`src/rtl/player_physics.sv`:
```
// Per-frame player motion and PLAY/DEAD/WIN state controller, updated on frame_tick.
// Optional `PLAYER_DOUBLE_JUMP_EN adds a one-shot mid-air jump.
module player_physics #(
  parameter int START_X        = 20,
  parameter int START_Y        = 344,
  parameter int MOVE_SPD       = 2,
  parameter int GRAVITY        = 1,
  parameter int JUMP_VEL       = 10,
  parameter int MAX_FALL       = 8,
  parameter int RESPAWN_FRAMES = 60
) (
  input  logic              clk,
  input  logic              rst_n,
  input  logic              frame_tick,
  input  logic              btn_left,
  input  logic              btn_right,
  input  logic              btn_jump,
  input  logic              on_ground,
  input  logic [9:0]        support_y,
  input  logic              hit_ceiling,
  input  logic              hit_left_wall,
  input  logic              hit_right_wall,
  input  logic              at_goal_region,
  input  logic              in_lava,
  output logic [9:0]        player_x,
  output logic [9:0]        player_y,
  output logic signed [5:0] vel_y,
  output logic [1:0]        game_state,
  output logic              death_pulse
);

  typedef enum logic [1:0] {
    ST_PLAY = 2'd0,
    ST_DEAD = 2'd1,
    ST_WIN  = 2'd2
  } state_e;

  localparam int CNT_W = $clog2(RESPAWN_FRAMES + 1);
  localparam logic [10:0]        X_MAX   = 11'd624;
  localparam logic signed [10:0] Y_MAX   = 11'sd463;
  localparam logic signed [10:0] PLAYER_H = 11'sd16;
  localparam logic signed [7:0]  GRAV_S  = 8'(GRAVITY);
  localparam logic signed [7:0]  MAXF_S  = 8'(MAX_FALL);
  localparam logic signed [5:0]  JUMP_V  = 6'(-JUMP_VEL);
  localparam logic [CNT_W-1:0]   RESP_N  = CNT_W'(RESPAWN_FRAMES);

  function automatic logic [9:0] clamp_y(input logic signed [10:0] v);
    if (v < 11'sd0)       return 10'd0;
    else if (v > Y_MAX)   return Y_MAX[9:0];
    else                  return v[9:0];
  endfunction

  function automatic logic signed [5:0] sat_vel(input logic signed [7:0] v);
    if (v > 8'sd31)       return 6'sd31;
    else if (v < -8'sd32) return -6'sd32;
    else                  return v[5:0];
  endfunction

  state_e                  state_q, state_d;
  logic [9:0]              x_q, x_d, y_q, y_d;
  logic signed [5:0]       vel_q, vel_d;
  logic [CNT_W-1:0]        cnt_q, cnt_d;
  logic                    death_q, death_d;
  logic                    jump_req_q, jump_req_d;
  logic                    btn_jump_q, btn_jump_d;
`ifdef PLAYER_DOUBLE_JUMP_EN
  logic                    air_jump_q, air_jump_d;
`endif

  logic                    jump_edge, jump_now;
  logic signed [10:0]      y_ext, v_ext, y_sum, y_snap;
  logic signed [7:0]       vg, vg_cap;
  logic [10:0]             x_add;

  always_comb begin
    jump_edge  = btn_jump & ~btn_jump_q;
    jump_now   = jump_req_q | jump_edge;
    btn_jump_d = btn_jump;
    jump_req_d = frame_tick ? 1'b0 : jump_now;

    y_ext  = {1'b0, y_q};
    v_ext  = {{5{vel_q[5]}}, vel_q};
    y_sum  = y_ext + v_ext;
    y_snap = $signed({1'b0, support_y}) - PLAYER_H;
    vg     = {{2{vel_q[5]}}, vel_q} + GRAV_S;
    vg_cap = (vg > MAXF_S) ? MAXF_S : vg;
    x_add  = {1'b0, x_q} + 11'(MOVE_SPD);

    state_d = state_q;
    x_d     = x_q;
    y_d     = y_q;
    vel_d   = vel_q;
    cnt_d   = cnt_q;
    death_d = 1'b0;
`ifdef PLAYER_DOUBLE_JUMP_EN
    air_jump_d = air_jump_q;
`endif

    if (frame_tick) begin
      case (state_q)
        ST_PLAY: begin
          if (in_lava) begin
            state_d = ST_DEAD;
            vel_d   = 6'sd0;
            cnt_d   = RESP_N;
            death_d = 1'b1;
`ifdef PLAYER_DOUBLE_JUMP_EN
            air_jump_d = 1'b0;
`endif
          end else if (at_goal_region && on_ground) begin
            state_d = ST_WIN;
            vel_d   = 6'sd0;
          end else begin
            if (btn_right && !btn_left && !hit_right_wall)
              x_d = (x_add > X_MAX) ? X_MAX[9:0] : x_add[9:0];
            else if (btn_left && !btn_right && !hit_left_wall)
              x_d = (x_q < 10'(MOVE_SPD)) ? 10'd0 : x_q - 10'(MOVE_SPD);

            if (on_ground && !vel_q[5]) begin
              y_d   = clamp_y(y_snap);
              vel_d = jump_now ? JUMP_V : 6'sd0;
`ifdef PLAYER_DOUBLE_JUMP_EN
              air_jump_d = 1'b1;
`endif
            end else begin
`ifdef PLAYER_DOUBLE_JUMP_EN
              // Mid-air jump replaces this tick's ceiling/gravity update; y holds.
              if (jump_now && air_jump_q) begin
                vel_d      = JUMP_V;
                air_jump_d = 1'b0;
              end else
`endif
              if (hit_ceiling && vel_q[5]) begin
                vel_d = 6'sd0;
              end else begin
                y_d   = clamp_y(y_sum);
                vel_d = sat_vel(vg_cap);
              end
            end
          end
        end
        ST_DEAD: begin
`ifdef PLAYER_DOUBLE_JUMP_EN
          air_jump_d = 1'b0;
`endif
          if (cnt_q == '0) begin
            state_d = ST_PLAY;
            x_d     = 10'(START_X);
            y_d     = 10'(START_Y);
            vel_d   = 6'sd0;
          end else begin
            cnt_d = cnt_q - CNT_W'(1);
          end
        end
        ST_WIN: begin
          if (jump_now) begin
            state_d = ST_PLAY;
            x_d     = 10'(START_X);
            y_d     = 10'(START_Y);
            vel_d   = 6'sd0;
          end
        end
        default: state_d = ST_PLAY;
      endcase
    end
  end

  always_ff @(posedge clk or negedge rst_n) begin
    if (!rst_n) begin
      state_q    <= ST_PLAY;
      x_q        <= 10'(START_X);
      y_q        <= 10'(START_Y);
      vel_q      <= 6'sd0;
      cnt_q      <= '0;
      death_q    <= 1'b0;
      jump_req_q <= 1'b0;
      btn_jump_q <= 1'b0;
`ifdef PLAYER_DOUBLE_JUMP_EN
      air_jump_q <= 1'b0;
`endif
    end else begin
      state_q    <= state_d;
      x_q        <= x_d;
      y_q        <= y_d;
      vel_q      <= vel_d;
      cnt_q      <= cnt_d;
      death_q    <= death_d;
      jump_req_q <= jump_req_d;
      btn_jump_q <= btn_jump_d;
`ifdef PLAYER_DOUBLE_JUMP_EN
      air_jump_q <= air_jump_d;
`endif
    end
  end

  assign player_x    = x_q;
  assign player_y    = y_q;
  assign vel_y       = vel_q;
  assign game_state  = state_q;
  assign death_pulse = death_q;

endmodule

```
`config.mk`:
```
export PLATFORM = sky130hd
export DESIGN_NAME = player_physics
export DESIGN_NICKNAME = d
export VERILOG_FILES = /design/src/rtl/player_physics.sv
export SDC_FILE = /design/constraint.sdc
export NUM_CORES = 1
export LEC_CHECK = 0
export ABC_AREA = 0
export BUFFER_PORTS_ARGS = -buffer_cell sky130_fd_sc_hd__buf_2
export CORE_ASPECT_RATIO = 0.8
export CORE_UTILIZATION = 50
export CTS_CLUSTER_SIZE = 8
export DETAILED_ROUTE_END_ITERATION = 12
export PLACE_DENSITY = 0.75
export SYNTH_ARGS = -nofsm -noshare
export SYNTH_HDL_FRONTEND = slang
export SYNTH_SLANG_ARGS = --single-unit
```
`constraint.sdc`:
```
create_clock -name clk -period 2.5 [get_ports clk]
set_clock_uncertainty 0.05 [all_clocks]
set_input_delay 0.375 -clock clk [delete_from_list [all_inputs] [get_ports clk]]
set_output_delay 0.375 -clock clk [all_outputs]
set_load 0.05 [all_outputs]
```
[Word level (Yosys, flattened, before mapping)]
Cells that the tools add are included.
Widths: inputs -> output; s select.
Cells by class
  add/subtract/negate cells: 6
  $lt $le $gt $ge: 9
  equality and inequality tests: 11
  multiplexer cells: 43
  bitwise logic cells: 3
  reductions and logical operators: 21
Operator list (number)
  $mux 10: 18
  $mux 6: 11
  $pmux 10 s3: 2
  $gt 11x10->1 const B: 3
  $lt 11x1->1 const B: 2
  $pmux 6 s3: 1
  $reduce_and 7->1: 2
  $ne 2x2->1 const B: 6
  $pmux 6 s2: 1
  $reduce_and 4->1: 3
  $add 10x2->11 const B: 1
  $add 11x6->11: 1
  $sub 10x5->11 const B: 1
  $lt 10x2->1 const B: 1
  $sub 10x2->10 const B: 1
  $ne 3x3->1 const B: 3
  $gt 8x6->1 const B: 1
  $lt 8x6->1 const B: 1
  $mux 2: 4
  $mux 8: 1
  $add 6x2->7 const B: 1
  $gt 7x5->1 const B: 1
  $logic_and 1x1->1: 7
  $logic_not 6->1: 1
  12 further kinds: 19
Word-level totals
  register bits after elaboration: 37
  output and inout bits: 29
  word-level logic and storage cells: 101

[Logic depth before layout (Yosys ltp)]
Gate-level depths: netlist (run 1).
  word-level depth: 11
  depth in mapped cells: 10
  gate-level depth less buffers: 10

[Least setup slack after synthesis (run 1)]
No wires, ideal clock.
  path kind: flip-flop to flip-flop
  start: register vel_q[0], in the netlist vel_y[0]
  end: register y_q[4], in the netlist player_y[4]
  arrival time: 3024 ps
  required time: 2377 ps
  path slack: -647 ps
  cell stages (with the launch flop): 11
  path buffers: 0
  clock period less this slack: 3147 ps
  path through: dfrtp_1 ha_1 inv_1 fa_1 nand2b_1 a21oi_1 o21a_1 o211ai_1 a41oi_1 or4b_1 a21oi_1
On the way
  longest elaborated chain between the ends: 9
  elaborated cells between the ends (all ways): 10
Ends and longest elaborated chain
  start: declaration: line 61  | logic signed [5:0] vel_q, vel_d;
  start signal: assignment: line 185  | vel_q <= vel_d;
  $add 11x6->11 *: line 83  | y_sum = y_ext + v_ext;
  $gt 11x10->1: line 49  | else if (v > Y_MAX) return Y_MAX[9:0];
  $mux 10: line 49
  $mux 10 *: line 48  | if (v < 11'sd0) return 10'd0;
  $mux 10 *: line 133  | if (hit_ceiling && vel_q[5]) begin
  $mux 10 *: line 119  | if (on_ground && !vel_q[5]) begin
  $mux 10 *: line 110  | end else if (at_goal_region && on_ground) begin
  $mux 10 *: line 102  | if (in_lava) begin
  $pmux 10 s3 *: line 100  | case (state_q)
  end signal: assignment: line 172  | y_q <= 10'(START_Y);
  end signal: assignment: line 184  | y_q <= y_d;
  end: declaration: line 60  | logic [9:0] x_q, x_d, y_q, y_d;
Every way passes the cells marked *; elsewhere a longest branch is shown, timed or not. The select of a mux whose other input is x is not followed.
A chain may end at the register's enable or synchronous reset.

[Final worst setup path (run 1)]
Same ends and word-level chain as after synthesis.

==> results of run 1 <==
-- cell families after synthesis --
group           Yosys count
buf+inv                  47
simple gates            167
mux                       3
flops                    36
compound gates          127
fa+ha+maj                22
xor+xnor                 12
other cells               1
-- through the flow --
stage	TNS, ns	utilization, %	cell area, sq um	power (W)
global route	-0.553	69.0	4190	0.00531
global placement	-0.0660	63.7	3860	0.00411
finish	-0.0490	69.0	4190	0.00496
floorplan	-0.146	-	3310	0.00322
CTS	-0.0396	65.8	3990	0.00467
detailed placement	-0.682	63.7	3860	0.00420
-- critical path: cells and delay by family, from the launching register on --
| kind | cells | cell delay (ns) |
|---|---|---|
| compound gates | 5 | 0.85 |
| fa+ha+maj | 2 | 0.49 |
| buf+inv | 1 | 0.04 |
| flops | 1 | 0.41 |
| simple gates | 2 | 0.65 |
-- Yosys cell counts (2+ instances only) --
| cell | n | area share, % |
|---|---|---|
| a41oi_1 | 2 | 0.54 |
| o41ai_1 | 2 | 0.54 |
| nand3_1 | 12 | 1.9 |
| a32o_1 | 6 | 1.9 |
| o21ai_1 | 3 | 0.47 |
| clkbuf_1 | 16 | 1.9 |
| inv_1 | 27 | 3.1 |
| or2_2 | 2 | 0.39 |
| nor4_1 | 6 | 1.2 |
| xor2_1 | 3 | 0.82 |
| or3_1 | 2 | 0.39 |
| or4_1 | 2 | 0.47 |
| and2_1 | 3 | 0.58 |
| a21o_1 | 4 | 0.93 |
| mux2i_1 | 3 | 0.93 |
| dfstp_2 | 6 | 4.9 |
| and3_1 | 3 | 0.58 |
| or3_2 | 2 | 0.47 |
| nor2_1 | 42 | 4.9 |
| a22oi_1 | 2 | 0.47 |
| o21ai_0 | 25 | 3.9 |
| or4b_1 | 2 | 0.62 |
| nand2_1 | 40 | 4.7 |
| o21bai_1 | 3 | 0.70 |
| o32ai_1 | 2 | 0.54 |
| ha_1 | 21 | 8.2 |
| nand2b_1 | 10 | 1.9 |
| o2111ai_1 | 3 | 0.82 |
| nand4_1 | 4 | 0.78 |
| a211oi_1 | 3 | 0.70 |
| o211ai_1 | 3 | 0.70 |
| o21a_1 | 5 | 1.2 |
| a22o_1 | 2 | 0.54 |
| o31ai_1 | 7 | 1.6 |
| buf_1 | 2 | 0.23 |
| nor3_1 | 17 | 2.6 |
| a31oi_1 | 8 | 1.6 |
| a21oi_1 | 31 | 4.8 |
| dfrtp_1 | 30 | 23 |
| nor2b_1 | 9 | 1.7 |
| nor3b_1 | 5 | 1.2 |
| xnor2_1 | 9 | 2.4 |
-- flip-flops by register name, summed over array words and instances (netlist names) --
register     flops
death_pulse      1
player_x         9
cnt_q            6
btn_jump_q       1
vel_y            6
player_y        10
game_state       2
jump_req_q       1
-- power groups by stage --
stage | Clock [W] | Combinational [W] | Sequential (W)
2_1_floorplan | 0 | 0.00165 | 0.00157
3_3_place_gp | 0 | 0.00303 | 0.00108
3_5_place_dp | 0 | 0.00310 | 0.00109
4_1_cts | 0.000419 | 0.00317 | 0.00108
5_1_grt | 0.000440 | 0.00374 | 0.00114
6_report | 0.000407 | 0.00345 | 0.00110
-- layer usage --
metal / share of wire, % / wire (um)
met5: 0 / 0
met4: 1.4 / 132
met3: 8.0 / 748
met1: 48 / 4500
met2: 43 / 4020
-- layout make-up --
class | instances | area (sq um) | share of cell area (%)
clock buffers | 7 | 76.3 | 1.82
flip-flops and latches | 36 | 918 | 21.9
multi-input cells | 332 | 2400 | 57.3
repair buffers | 92 | 584 | 14.0
clock inverters | 1 | 5.00 | 0.120
well taps | 81 | 101 | 2.42
inverters | 27 | 101 | 2.42
-- worst max path at each step --
stage,end,slack (ns),cells after the start
final,player_y[4],-0.05,10
after global routing,player_y[4],-0.11,10
after CTS,player_y[4],-0.03,10
after detailed placement,vel_y[2],-0.12,9
after global placement,player_y[8],-0.06,8
after floorplan,player_y[4],-0.13,10
-- timing repair --
action	in CTS	in global routing
resized for setup	10	33
pin swaps	5	12
gates cloned	0	0
endpoints found under the setup margin	12	21
buffers inserted	1	4
-- cells in the final DEF (no fill, tap or decap), types with 7 or more instances in the layout --
master    synthesis  final
nor3_1           17     17
nand2b_1         10      8
xnor2_1           9      9
nand2_1          40     39
buf_2             0     49
a21oi_1          31     26
inv_1            27     24
buf_4             1     41
nor2_1           42     38
dfrtp_1          30     22
ha_1             21     14
nand3_1          12     10
nor2b_1           9      8
a31oi_1           8      7
o21ai_0          25     22
dfrtp_2           0      8
==> reports/metrics.yaml, run 1 <==
status:
  status: "finished, violations left"
  violations: "negative setup slack"
critical_path:
  crit_fanout: 4
  r2r_cells: 10
  slowest_stage: "or4b_4"
  worst_r2r_startpoint: "vel_y[0]"
  rrSetupSlack_ns: -0.05
  cp-startpoint: "vel_y[0]"
  start_kind: "register"
  crit_type: "register to register"
  r2r-end: "player_y[4]"
  arrival_ns: 2.73
  required_ns: 2.68
  worst_setup_path_end_kind: "register"
  crit_chain: "ha_4, inv_2, fa_2, nand2b_4, a21oi_4, o21a_1, o211ai_1, a41oi_2, or4b_4, a21oi_2"
  max_stage_delay_ns: 0.48
timing:
  setup_viol: 1
  tightest_slew_ns: 0.807
  finalHoldViolCount: 0
  fin_crit_ns: 2.55
  rsz0062_at_grt: "yes"
  slew_viol_final: 0
  slew_headroom_pct: 46.2
  finalWorstSetupSlack_ns: -0.0490
  max_freq_ghz: 0.392
  hold_ws_ns: 0.114
  period_share_pct: 102
clock_tree:
  clkTransAtPathRegs_ns: 0.08
  cts_tree: "done"
  htree_num_levels: 2
  cts.path.max_buffers: 2
  root_buffer: "clkbuf_8"
  cts_sinks: 36
  hold_buffers: 0
  clk_latency_ns: 0.30
  numCtsBuffers: 5
place:
  gp_congestion: 0.974
  dpl_worst_slack_ns: -0.119
  hpwl_um: 7070
  port_buffers: 49
  dp.cells: 563
pwr:
  swShare_pct: 51.8
  ir_drop_mv: 0.932
  seq_power_share_pct: 22.2
  p_int_w: 0.00239
  p_clk_share_pct: 8.2
  p_switching_w: 0.00257
  powerDensity_nw_per_um2: 1180
  combPwrFrac_pct: 69.6
  p_leak_nw: 1.81
logic_synthesis:
  synth_edf_count: 0
  synth-seq-cells: 36
  synthAdderAreaFrac_pct: 8.79
  async_flop_share_pct: 100
  yosysUniqueCellTypes: 68
  avgSynthCellArea_sq_um: 7.75
  yosysSeqAreaShare_pct: 28.2
  synth-xor-area-share_pct: 3.27
  synth_top_family_by_area: "compound AO/OA/AOI/OAI gates"
  netlist_area_sq_um: 3220
  syn-num-nets: 459
  synth_ff_type: "dfrtp_1"
  synth_compound_area_share_pct: 26.8
  synth_cells: 415
  ys_warn_count: 0
  synth-simple-area-share_pct: 26.0
  muxShareOfSynthArea_pct: 0.933
cells_and_area:
  syn_to_final_growth_pct: 30.1
  nFillCells: 512
  instances_no_fill: 576
  drive_gt1_share_pct: 33.5
  nNetsFinal: 538
  diodes: 0
floorplan:
  rows: 25
  fp.dieW_um: 91.7
  initial_core_util_pct: 53.0
  fp.coreArea_sq_um: 6070
  ios: 51
  dieArea_sq_um: 6760
  die_y_um: 73.8
drt:
  vias: 3501
  vias_per_cell: 6.08
  drt_iter0_drc: 289
  drt-total-wl_um: 9400
  ant_nets: 0
  drc: 0
  drtPass1Iterations: 5
  routedWlPerCell_um: 16.3
grt:
  grt-busiest-layer: "met1"
  met2_usage_pct: 40.7
  antenna_found_initial: 0
  grtUsageTotal_pct: 28.1
  grt_pass1_wl_um: 15000
  grt-ovfl-total: 0
  gr-usage-met1_pct: 43.1
  grt_max_degree: 37
  grt_use_met3_pct: 5.18
  grt_pass1_vias: 3063
hold_path:
  worstHoldPathType: "primary input to async pin"
job:
  maxCapViolCount: 0
Power figures use the tool's default switching activity.
==> inputs of run 2 (changes only) <==
--- a/config.mk
+++ b/config.mk
@@ -8,10 +8,9 @@
 export ABC_AREA = 0
 export BUFFER_PORTS_ARGS = -buffer_cell sky130_fd_sc_hd__buf_2
 export CORE_ASPECT_RATIO = 0.8
-export CORE_UTILIZATION = 50
+export CORE_UTILIZATION = 41
 export CTS_CLUSTER_SIZE = 8
 export DETAILED_ROUTE_END_ITERATION = 12
-export PLACE_DENSITY = 0.75
 export SYNTH_ARGS = -nofsm -noshare
 export SYNTH_HDL_FRONTEND = slang
 export SYNTH_SLANG_ARGS = --single-unit
==> reports/metrics.yaml, run 2 (synthesized netlist as in run 1, its figures left out) <==
critical_path:
  crit_buf_inv: 0
  crit_fanout: 3
  rrSetupSlack_ns: -0.07
  path_delay_family: "compound AO/OA/AOI/OAI gates"
  arrival_ns: 2.74
  worst_setup_path_end_kind: "register"
  slowest_stage: "or4b_4"
  required_ns: 2.67
  crit_chain: "ha_4, o211ai_1, o211a_1, o21ai_1, o2111ai_2, a41oi_2, or4b_4, a21oi_2"
  max_stage_delay_ns: 0.51
  crit_type: "register to register"
  start_kind: "register"
drt:
  vias_per_cell: 5.71
  drc: 0
  routedWlPerCell_um: 16.5
  drt-total-wl_um: 10000
  drtPass1Iterations: 5
  wl_met2_um: 4280
  m1WireLength_um: 5000
  ant_nets: 0
  vias: 3476
  topRoutingLayerUsed: "met4"
  drt_iter0_drc: 244
  wl_met3_um: 638
pwr:
  p_int_w: 0.00254
  p_clk_share_pct: 8.3
  ir_drop_mv: 0.647
  power.total_w: 0.00524
  powerDensity_nw_per_um2: 1200
  seq_power_share_pct: 21.1
  p_leak_nw: 1.87
  combPwrFrac_pct: 70.6
  swShare_pct: 51.5
  p_switching_w: 0.00269
grt:
  grt-ovfl-total: 0
  grtUsageTotal_pct: 24.5
  antenna_found_initial: 0
  grt_pass1_vias: 3227
  grt_pass1_wl_um: 15800
  grt_max_degree: 37
timing:
  fin_crit_ns: 2.57
  rsz0062_at_grt: "yes"
  slew_headroom_pct: 43.6
  finalWorstSetupSlack_ns: -0.0687
  period_share_pct: 103
  tightest_slew_ns: 0.846
  slew_viol_final: 0
  setup_viol: 3
  hold_ws_ns: 0.142
  max_freq_ghz: 0.389
  finalHoldViolCount: 0
clock_tree:
  clkTransAtPathRegs_ns: 0.08
  htree_num_levels: 2
  cts_sinks: 36
  cts_tree: "done"
  hold_buffers: 0
  numCtsBuffers: 5
  root_buffer: "clkbuf_8"
  cts.path.max_buffers: 2
  clk_latency_ns: 0.29
cells_and_area:
  design_area_sq_um: 4350
  diodes: 0
  drive_gt1_share_pct: 37.3
  syn_to_final_growth_pct: 35.0
  layout_common_cells: "51 x buf_4, 49 x buf_2, 40 x nand2_1"
  largest_register_ffs: 10
  nNetsFinal: 547
  multi_input_comb_area_sq_um: 2460
  nFillCells: 707
  register_area_sq_um: 918
  layout_commonest_cell: "buf_4"
status:
  violations: "negative setup slack"
  status: "finished, violations left"
floorplan:
  dieArea_sq_um: 8210
  initial_core_util_pct: 42.9
  ios: 51
  rows: 28
  fp.dieW_um: 101
  fp.coreArea_sq_um: 7500
  die_y_um: 81.2
job:
  maxCapViolCount: 0
place:
  dpl_worst_slack_ns: -0.139
  placed_area_sq_um: 3910
  hpwl_um: 7350
  gp_congestion: 0.872
  port_buffers: 49
hold_path:
  worstHoldPathType: "primary input to async pin"
## run 2: cell count changes in the layout (fill, tap and decap cells not counted), moves of 2 or more
cell	previous run	this run
nand3_1	10	12
buf_4	41	51
o21ai_0	22	16
a21oi_2	3	5
nand3_2	2	0
o21ai_1	4	8
o21ai_2	2	4
o31ai_1	6	4
clkbuf_1	2	0
a21oi_1	26	23
nor2_2	2	4
## run 2: repair_timing
item	CTS	global route
pin swaps	12	14
setup endpoints to repair	12	21
buffers inserted	6	4
gates resized for setup	18	44
cloned	0	0
## run 2: stage by stage
| step | util (%) | cells | setup TNS, ns |
|---|---|---|---|
| detailed placement | 52.2 | 591 | -0.668 |
| global placement | 52.2 | 591 | -0.353 |
| CTS | 54.9 | 605 | -0.0103 |
| floorplan | - | 415 | -0.146 |
| finish | 58.0 | 609 | -0.0769 |
| global route | 58.0 | 609 | -0.677 |
## run 2: worst paths after layout
| path | startpoint | endpoint | depth (start not counted) |
|---|---|---|---|
| min in group clk | btn_jump | btn_jump_q | 1 |
| max in group asynchronous | rst_n | player_x[1] | 1 |
| hold reg to reg | player_y[9] | player_y[9] | 1 |
| hold / removal | rst_n | cnt_q[3] | 1 |
| setup / recovery | vel_y[4] | player_y[4] | 8 |
| setup reg to reg | vel_y[4] | player_y[4] | 8 |
## run 2: layout make-up
class                   count  share of cell area, %
repair buffers            101                   14.7
well taps                 105                   3.02
inverters                  27                   2.33
flip-flops and latches     36                   21.1
clock buffers               6                   1.90
clock inverters             2                  0.230
multi-input cells         332                   56.7
## run 2: per-layer routing
metal	vias up	track usage, %
li1	1698	-
met1	1633	37.8
met2	132	35.4
met3	13	3.44
met4	0	5.36
met5	-	0
## run 2: power groups by stage
stage	Sequential (W)	Clock, W	Combinational (W)
final	0.00110	0.000434	0.00370
after floorplan	0.00157	0	0.00165
after CTS	0.00109	0.000447	0.00336
after global routing	0.00114	0.000471	0.00399
after detailed placement	0.00110	0	0.00315
after global placement	0.00108	0	0.00312
==> inputs of run 3 (changes only) <==
--- a/config.mk
+++ b/config.mk
@@ -6,11 +6,11 @@
 export NUM_CORES = 1
 export LEC_CHECK = 0
 export ABC_AREA = 0
-export BUFFER_PORTS_ARGS = -buffer_cell sky130_fd_sc_hd__buf_2
 export CORE_ASPECT_RATIO = 0.8
 export CORE_UTILIZATION = 41
 export CTS_CLUSTER_SIZE = 8
 export DETAILED_ROUTE_END_ITERATION = 12
+export DONT_BUFFER_PORTS = 1
 export SYNTH_ARGS = -nofsm -noshare
 export SYNTH_HDL_FRONTEND = slang
 export SYNTH_SLANG_ARGS = --single-unit
==> reports/metrics.yaml, run 3 (synthesized netlist as in run 1, its figures left out) <==
timing:
  finalWorstSetupSlack_ns: -0.0538
  finalHoldViolCount: 0
  slew_headroom_pct: 19.0
  period_share_pct: 102
  fin_crit_ns: 2.55
  finalSetupTns_ns: -0.0886
  rsz0062_at_grt: "yes"
  slew_viol_final: 0
  max_freq_ghz: 0.392
  hold_ws_ns: 0.0515
  setup_viol: 3
  tightest_slew_ns: 1.20
grt:
  grtUsageTotal_pct: 23.7
  grt_pass1_wl_um: 15100
  antenna_found_initial: 0
  grt_max_degree: 37
  grt_pass1_vias: 3022
  grt-ovfl-total: 0
place:
  dpl_worst_slack_ns: -0.0893
  gp_congestion: 0.913
  port_buffers: 0
  hpwl_um: 7310
  dp.cells: 556
drt:
  drt_iter0_drc: 219
  routedWlPerCell_um: 16.8
  drc: 0
  drt-total-wl_um: 9540
  vias: 3321
  drtPass1Iterations: 5
  vias_per_cell: 5.85
  ant_nets: 0
critical_path:
  r2r_cells: 9
  worst_r2r_startpoint: "player_y[4]"
  crit_fanout: 4
  arrival_ns: 2.73
  rrSetupSlack_ns: -0.05
  worst_setup_path_end_kind: "register"
  required_ns: 2.68
  start_kind: "register"
  crit_type: "register to register"
  r2r-end: "player_y[4]"
clock_tree:
  cts_tree: "done"
  clk_latency_ns: 0.29
  root_buffer: "clkbuf_8"
  clkTransAtPathRegs_ns: 0.08
  cts_sinks: 36
  numCtsBuffers: 5
  cts.path.max_buffers: 2
  htree_num_levels: 2
pwr:
  swShare_pct: 51.4
  p_int_w: 0.00240
  combPwrFrac_pct: 69.3
  ir_drop_mv: 0.599
  p_leak_nw: 1.69
  powerDensity_nw_per_um2: 1200
  p_switching_w: 0.00254
  seq_power_share_pct: 21.8
  p_clk_share_pct: 8.9
cells_and_area:
  diodes: 0
  finish.utilization_pct: 54.9
  layout_common_cells: "56 x buf_4, 39 x nand2_1, 38 x nor2_1"
  layout_commonest_cell: "buf_4"
  drive_gt1_share_pct: 29.4
  nFillCells: 741
  largest_register_ffs: 10
  nNetsFinal: 506
  instances_no_fill: 568
  syn_to_final_growth_pct: 27.9
status:
  violations: "negative setup slack"
  status: "finished, violations left"
floorplan:
  rows: 28
  dieArea_sq_um: 8210
  fp.dieW_um: 101
  ios: 51
  die_y_um: 81.2
  initial_core_util_pct: 42.9
  fp.coreArea_sq_um: 7500
hold_path:
  hp-start: "btn_jump"
  hold_depth: 0
  hold_path_end: "btn_jump_q"
  worstHoldPathType: "primary input to register"
job:
  maxCapViolCount: 0
-- run 3: cell count changes in the layout (fill, tap and decap cells not counted), moves of 3 or more --
cell | before | now
buf_2 | 49 | 0
buf_4 | 51 | 56
o21ai_0 | 16 | 21
o21ai_1 | 8 | 3
a21oi_1 | 23 | 27
a21oi_2 | 5 | 2
o31ai_1 | 4 | 7
-- run 3: area by class of cell --
| class | count | area (sq um) | area share (%) |
|---|---|---|---|
| multi-input combinational | 332 | 2400 | 58.4 |
| inverter | 27 | 101 | 2.46 |
| tap | 105 | 131 | 3.19 |
| sequential | 36 | 918 | 22.3 |
| clock buffer | 8 | 90.1 | 2.19 |
| timing repair buffer | 60 | 473 | 11.5 |
-- run 3: how the worst max path moves through the flow --
stage	slack, ns	startpoint	end
final	-0.05	player_y[4]	player_y[4]
after global routing	-0.09	vel_y[5]	player_y[4]
after CTS	0.0009	player_y[4]	player_y[4]
after detailed placement	-0.09	cnt_q[1]	player_x[7]
after global placement	-0.03	player_y[1]	player_y[4]
after floorplan	-0.13	vel_y[0]	player_y[4]
-- run 3: through the flow --
step                      total power, W  area [sq um]
after floorplan                  0.00322          3310
after global placement           0.00411          3770
after detailed placement         0.00415          3770
after CTS                        0.00468          3940
after global routing             0.00532          4120
final                            0.00494          4120
-- run 3: power groups by stage --
stage,sequential [W],clock [W],combinational [W]
CTS,0.00106,0.000452,0.00317
finish,0.00108,0.000440,0.00342
global route,0.00110,0.000482,0.00373
detailed placement,0.00107,0,0.00308
global placement,0.00106,0,0.00305
floorplan,0.00157,0,0.00165
-- run 3: critical path: stages, from the launching register on --
cell,delay [ns]
dfstp_2,0.58
ha_4,0.22
buf_6,0.12
o211ai_1,0.11
o211a_1,0.28
or4_4,0.16
o2111ai_4,0.12
a41oi_2,0.24
or4b_1,0.48
a21oi_2,0.14
-- run 3: layer usage --
metal	global-route usage, %	part of all wire [%]	up-vias
li1	-	-	1608
met1	36.0	51	1580
met2	33.5	41	115
met3	4.82	6.7	18
met4	6.23	1.6	0
met5	0	0	-
-- run 3: timing repair --
action	4_1_cts	5_1_grt
hold buffers	2	0
gates resized for setup	12	33
setup endpoints to repair	11	21
endpoints found under the hold margin	36	0
pin swaps	3	12
buffers inserted	0	2
